<file path="src/rtl/intersection_controller_pkg.sv">
// Shared phase encoding, light codes and default phase durations for the intersection controller.
package intersection_controller_pkg;

    typedef enum logic [2:0] {
        NS_GREEN  = 3'd0,
        NS_YELLOW = 3'd1,
        ALL_RED_A = 3'd2,
        EW_GREEN  = 3'd3,
        EW_YELLOW = 3'd4,
        ALL_RED_B = 3'd5
    } phase_t;

    localparam logic [2:0] LIGHT_RED    = 3'b100;
    localparam logic [2:0] LIGHT_YELLOW = 3'b010;
    localparam logic [2:0] LIGHT_GREEN  = 3'b001;

    localparam int unsigned DEF_TICKS_PER_SEC = 50000000;
    localparam int unsigned DEF_GREEN_TIME    = 45;
    localparam int unsigned DEF_YELLOW_TIME   = 5;
    localparam int unsigned DEF_ALL_RED_TIME  = 2;
    localparam int unsigned DEF_PED_EXTRA     = 10;

    function automatic phase_t next_phase(input phase_t p);
        case (p)
            NS_GREEN:  next_phase = NS_YELLOW;
            NS_YELLOW: next_phase = ALL_RED_A;
            ALL_RED_A: next_phase = EW_GREEN;
            EW_GREEN:  next_phase = EW_YELLOW;
            EW_YELLOW: next_phase = ALL_RED_B;
            default:   next_phase = NS_GREEN;
        endcase
    endfunction

endpackage

</file>
<file path="src/rtl/intersection_controller_sec_prescaler.sv">
// One-second tick generator: counts 0..TICKS_PER_SEC-1 and flags the last count.
module sec_prescaler #(
    parameter int unsigned TICKS_PER_SEC = 50000000
) (
    input  logic clock,
    input  logic reset,
    output logic sec_tick
);

    localparam int unsigned CW = (TICKS_PER_SEC > 1) ? $clog2(TICKS_PER_SEC) : 1;
    localparam logic [CW-1:0] LAST = CW'(TICKS_PER_SEC - 1);

    logic [CW-1:0] count;

    always_ff @(posedge clock) begin
        if (reset)
            count <= '0;
        else if (count == LAST)
            count <= '0;
        else
            count <= count + CW'(1);
    end

    assign sec_tick = (count == LAST);

endmodule

</file>
<file path="src/rtl/intersection_controller.sv">
// Two-way intersection sequencer with latched pedestrian walk grants.
// Define PED_EXTEND_EN to lengthen a green phase by PED_EXTRA seconds when its walk is granted.
module intersection_controller
    import intersection_controller_pkg::*;
#(
    parameter int unsigned TICKS_PER_SEC = DEF_TICKS_PER_SEC,
    parameter int unsigned GREEN_TIME    = DEF_GREEN_TIME,
    parameter int unsigned YELLOW_TIME   = DEF_YELLOW_TIME,
    parameter int unsigned ALL_RED_TIME  = DEF_ALL_RED_TIME,
    parameter int unsigned PED_EXTRA     = DEF_PED_EXTRA
) (
    input  logic       clock,
    input  logic       reset,
    input  logic       ns_ped_request,
    input  logic       ew_ped_request,
    output logic [6:0] master_timer,
    output logic       ns_ped_enable,
    output logic       ew_ped_enable,
    output logic [2:0] ns_light,
    output logic [2:0] ew_light,
    output logic       sec_tick
);

`ifdef PED_EXTEND_EN
    localparam bit EXTEND = 1'b1;
`else
    localparam bit EXTEND = 1'b0;
`endif

    localparam logic [6:0] GREEN_LEN   = 7'(GREEN_TIME);
    localparam logic [6:0] GREEN_WALK  = 7'(GREEN_TIME + (EXTEND ? PED_EXTRA : 0));
    localparam logic [6:0] YELLOW_LEN  = 7'(YELLOW_TIME);
    localparam logic [6:0] ALL_RED_LEN = 7'(ALL_RED_TIME);

    phase_t     state, state_next;
    logic [6:0] timer_next;
    logic       ns_pending, ew_pending, ns_pending_next, ew_pending_next;
    logic       ns_enable_next, ew_enable_next;
    logic [2:0] ns_light_next, ew_light_next;
    logic       advance, ns_grant, ew_grant;

    sec_prescaler #(
        .TICKS_PER_SEC(TICKS_PER_SEC)
    ) u_prescaler (
        .clock   (clock),
        .reset   (reset),
        .sec_tick(sec_tick)
    );

    always_ff @(posedge clock) begin
        if (reset) begin
            state         <= ALL_RED_B;
            master_timer  <= ALL_RED_LEN;
            ns_pending    <= 1'b0;
            ew_pending    <= 1'b0;
            ns_ped_enable <= 1'b0;
            ew_ped_enable <= 1'b0;
            ns_light      <= LIGHT_RED;
            ew_light      <= LIGHT_RED;
        end else begin
            state         <= state_next;
            master_timer  <= timer_next;
            ns_pending    <= ns_pending_next;
            ew_pending    <= ew_pending_next;
            ns_ped_enable <= ns_enable_next;
            ew_ped_enable <= ew_enable_next;
            ns_light      <= ns_light_next;
            ew_light      <= ew_light_next;
        end
    end

    always_comb begin
        state_next      = state;
        timer_next      = master_timer;
        ns_pending_next = ns_pending;
        ew_pending_next = ew_pending;
        ns_enable_next  = ns_ped_enable;
        ew_enable_next  = ew_ped_enable;
        ns_light_next   = ns_light;
        ew_light_next   = ew_light;
        advance         = sec_tick && (master_timer == 7'd1);
        ns_grant        = ns_pending || ns_ped_request;
        ew_grant        = ew_pending || ew_ped_request;

        if (sec_tick && !advance)
            timer_next = master_timer - 7'd1;
        if (advance)
            state_next = next_phase(state);

        // A press on the green-exit cycle still counts even though the enable is high.
        if (ns_ped_request && (!ns_ped_enable || (advance && state == NS_GREEN)))
            ns_pending_next = 1'b1;
        if (ew_ped_request && (!ew_ped_enable || (advance && state == EW_GREEN)))
            ew_pending_next = 1'b1;

        if (advance && state == ALL_RED_B) begin
            ns_enable_next  = ns_grant;
            ns_pending_next = 1'b0;
        end else if (advance && state == NS_GREEN) begin
            ns_enable_next = 1'b0;
        end

        if (advance && state == ALL_RED_A) begin
            ew_enable_next  = ew_grant;
            ew_pending_next = 1'b0;
        end else if (advance && state == EW_GREEN) begin
            ew_enable_next = 1'b0;
        end

        if (advance) begin
            case (state_next)
                NS_GREEN:             timer_next = ns_grant ? GREEN_WALK : GREEN_LEN;
                EW_GREEN:             timer_next = ew_grant ? GREEN_WALK : GREEN_LEN;
                NS_YELLOW, EW_YELLOW: timer_next = YELLOW_LEN;
                default:              timer_next = ALL_RED_LEN;
            endcase
        end

        case (state_next)
            NS_GREEN:  begin ns_light_next = LIGHT_GREEN;  ew_light_next = LIGHT_RED;    end
            NS_YELLOW: begin ns_light_next = LIGHT_YELLOW; ew_light_next = LIGHT_RED;    end
            EW_GREEN:  begin ns_light_next = LIGHT_RED;    ew_light_next = LIGHT_GREEN;  end
            EW_YELLOW: begin ns_light_next = LIGHT_RED;    ew_light_next = LIGHT_YELLOW; end
            default:   begin ns_light_next = LIGHT_RED;    ew_light_next = LIGHT_RED;    end
        endcase
    end

endmodule
</file>
<file path="config.mk">
export PLATFORM = sky130hd
export DESIGN_NAME = intersection_controller
export DESIGN_NICKNAME = d
export VERILOG_FILES = /design/src/rtl/intersection_controller_pkg.sv /design/src/rtl/intersection_controller_sec_prescaler.sv /design/src/rtl/intersection_controller.sv
export SDC_FILE = /design/constraint.sdc
export NUM_CORES = 1
export LEC_CHECK = 0
export CAP_MARGIN = 20
export CELL_PAD_IN_SITES_DETAIL_PLACEMENT = 0
export CELL_PAD_IN_SITES_GLOBAL_PLACEMENT = 1
export CORE_MARGIN = 2
export CORE_UTILIZATION = 40
export CTS_CLUSTER_DIAMETER = 40
export DETAILED_ROUTE_END_ITERATION = 16
export DONT_BUFFER_PORTS = 1
export GPL_TIMING_DRIVEN = 0
export PLACE_DENSITY_LB_ADDON = 0.05
export SLEW_MARGIN = 40
export SYNTH_ARGS = -nofsm -noshare
export SYNTH_HDL_FRONTEND = slang
export SYNTH_HIERARCHICAL = 1
export SYNTH_SLANG_ARGS = --single-unit
export TNS_END_PERCENT = 10
</file>
<file path="constraint.sdc">
create_clock -name clock -period 7.3 [get_ports clock]
set_clock_uncertainty 0.1 [all_clocks]
set_input_delay 0.73 -clock clock [delete_from_list [all_inputs] [get_ports clock]]
set_output_delay 0.73 -clock clock [all_outputs]
set_load 0.02 [all_outputs]
</file>
==> impl_metrics.ini <==
[clock_network]
cts_resized = 0
clk_transition_reported_paths_ps = 80
cts_setup_buffers = 0
postCtsHoldBufs = 0
cts_tree = yes
clock_latency_ps = 300
ctsRootBufferMaster = clkbuf_8
cts_sinks = 46
cts_max_level = 2
clockBufferDepth = 2
cts_buffers = 5

[floorplan]
core_area_um2 = 5570
start_util_pct = 41.8
die_area_um2 = 6460
std_cell_rows = 27
die_height_um = 80.4
pin_count = 20
fp.dieW_um = 80.4

[detailed_routing]
routed_wl_um = 5410
routed_via_density = 5.67
drtIter0Drc = 132
drc = 0
wire_per_inst_um = 15.4
first_pass_iters = 4
via_count = 1990
ant_nets = 0

[power]
p_leak_nw = 0.835
p_total_mw = 0.429
p_per_area_nw_per_um2 = 170
ir_drop_v = 0.0000776

[timing]
relSlewSlack_pct = 64.2
rsz0062_at_grt = false
finalSetupViolCount = 0
worst_pin_slew_ps = 533
timing.hold.ws_ps = 372
clock.fmax_mhz = 301
timing.final.ws_setup_ps = 3980
final-hold-violation-count = 0
fin_crit_sh_pct = 45.5
drv_slew = 0
period_minus_slack_ps = 3320
tns_ps = 0

[synth]
ys_seq_elements = 46
yosysWarnings = 6
syn_area_per_cell_um2 = 8.64
yosysMostFrequentCell = dfxtp_1
ys_types = 57
synth_nets = 277
syn_inst = 270
synth_common_cells = dfxtp_1 (46), nor2_1 (23), a21oi_1 (18), nand2_1 (16), nand3_1 (14)
netlist_top_cells_area = dfxtp_1 (39%), a21oi_1 (3.9%), nor2_1 (3.7%)
synth.largest_area_cell = dfxtp_1
synth-edff-count = 0
synth_area_um2 = 2330
yosysTopAreaCellShare_pct = 39.5
seq_area_frac_synth_pct = 39.5
synthArstFlopShare_pct = 0
synthFlopType = dfxtp_1

[setup_path]
cpMaxStageDelayCell = or4b_2
crit_arrival_ps = 2490
reg2reg_depth = 8
worstPathRequired_ps = 6470
end_kind = primary output
cp_max_fo = 6
start_kind = flop
r2r_slack_ps = 4010
path_depth = 5
critPathMaxStageDelay_ps = 730
crit_family = simple AND/OR/NAND/NOR gates
crit_chain = ha_1 > nand4_1 > or4b_2 > nor3_2 > buf_2
crit_type = flop to primary output
path_buf_inv = 1

[layout]
final_nets = 285
syn2layout_area_growth_pct = 8.21
fin_cells = 351
drive_gt1_share_pct = 9.68
diodes = 0
fill_cells = 579

[global_routing]
antenna_found_initial = 0
grt.total_usage_pct = 18.8
grt_first_pass_wirelength_um = 9480
grt_max_degree = 14
grt_overflow = 0
grt_pass1_vias = 1869

[job]
maxCapViolCount = 0

[min_path]
min-delay-path-class = flop to flop
hold_depth = 1

[placed_design]
dp.cells = 343
io_buffers = 0
hpwlAfterDp_um = 3900
dpl_worst_slack_ps = 4020
gp_congestion = 0.786

[outcome]
status = finished clean
## sequential cells by signal, summed over array words and instances, names as in the netlist
name,cells
ew_light,3
master_timer,7
ew_ped_enable,1
state,3
ns_ped_enable,1
ns_light,3
u_prescaler/count,26
ns_pending,1
ew_pending,1
## final cells by class
class	count	area, um2	area share, %
flip-flops and latches	46	921	36.5
clock inverters	1	5.00	0.198
multi-input cells	198	1310	51.9
well taps	72	90.1	3.57
plain buffers	16	68.8	2.73
inverters	10	37.5	1.49
clock buffers	7	86.3	3.42
repair buffers	1	5.00	0.198
## per-layer routing
layer | GRT usage (%) | wire length, um | up-vias
met4 | 5.25 | 51 | 0
met2 | 25.4 | 2270 | 23
met3 | 4.38 | 168 | 6
met1 | 29.0 | 2920 | 941
li1 | - | - | 1020
met5 | 0 | 0 | -
## kinds of logic after synthesis
family / synth area share (%)
DFF: 39.5
AOI/OAI and AO/OA: 17.4
adders and majority gates: 1.61
buffers and inverters: 4.56
xor gates and xnor gates: 5.63
muxes: 0.912
and+or+nand+nor: 30.4
## power by group
group	internal, mW	leakage [nW]	total (mW)	switching, mW
clock network	0.0766	0.0482	0.163	0.0863
logic	0.00432	0.415	0.0118	0.00747
registers	0.253	0.372	0.254	0.00159
## stage by stage
| stage | area [um2] | util, % |
|---|---|---|
| after floorplan | 2330 | - |
| after global placement | 2420 | 43.5 |
| after detailed placement | 2430 | 43.6 |
| after CTS | 2520 | 45.3 |
| after global routing | 2520 | 45.3 |
| final | 2520 | 45.3 |
## placed cells by master, fill, tap and decap left out, drive strengths merged, types with 5 or more instances in the layout
master | Yosys | routed
nand3 | 14 | 14
o31ai | 6 | 6
o21ai | 11 | 11
nand4 | 12 | 12
buf | 5 | 6
clkbuf | 11 | 18
nor3 | 9 | 9
nor2 | 23 | 23
inv | 10 | 10
xnor2 | 8 | 8
xor2 | 7 | 7
a21oi | 19 | 19
nand2 | 16 | 16
or3 | 5 | 5
dfxtp | 46 | 46
or4 | 11 | 11
## path summary, 6_finish.rpt
path / startpoint / endpoint
setup reg to reg: u_prescaler/count[0] / ns_light[1]
hold reg to reg: u_prescaler/count[0] / u_prescaler/count[0]
setup / recovery: u_prescaler/count[0] / sec_tick
hold / removal: u_prescaler/count[0] / u_prescaler/count[0]
Power figures use the tool's default switching activity.
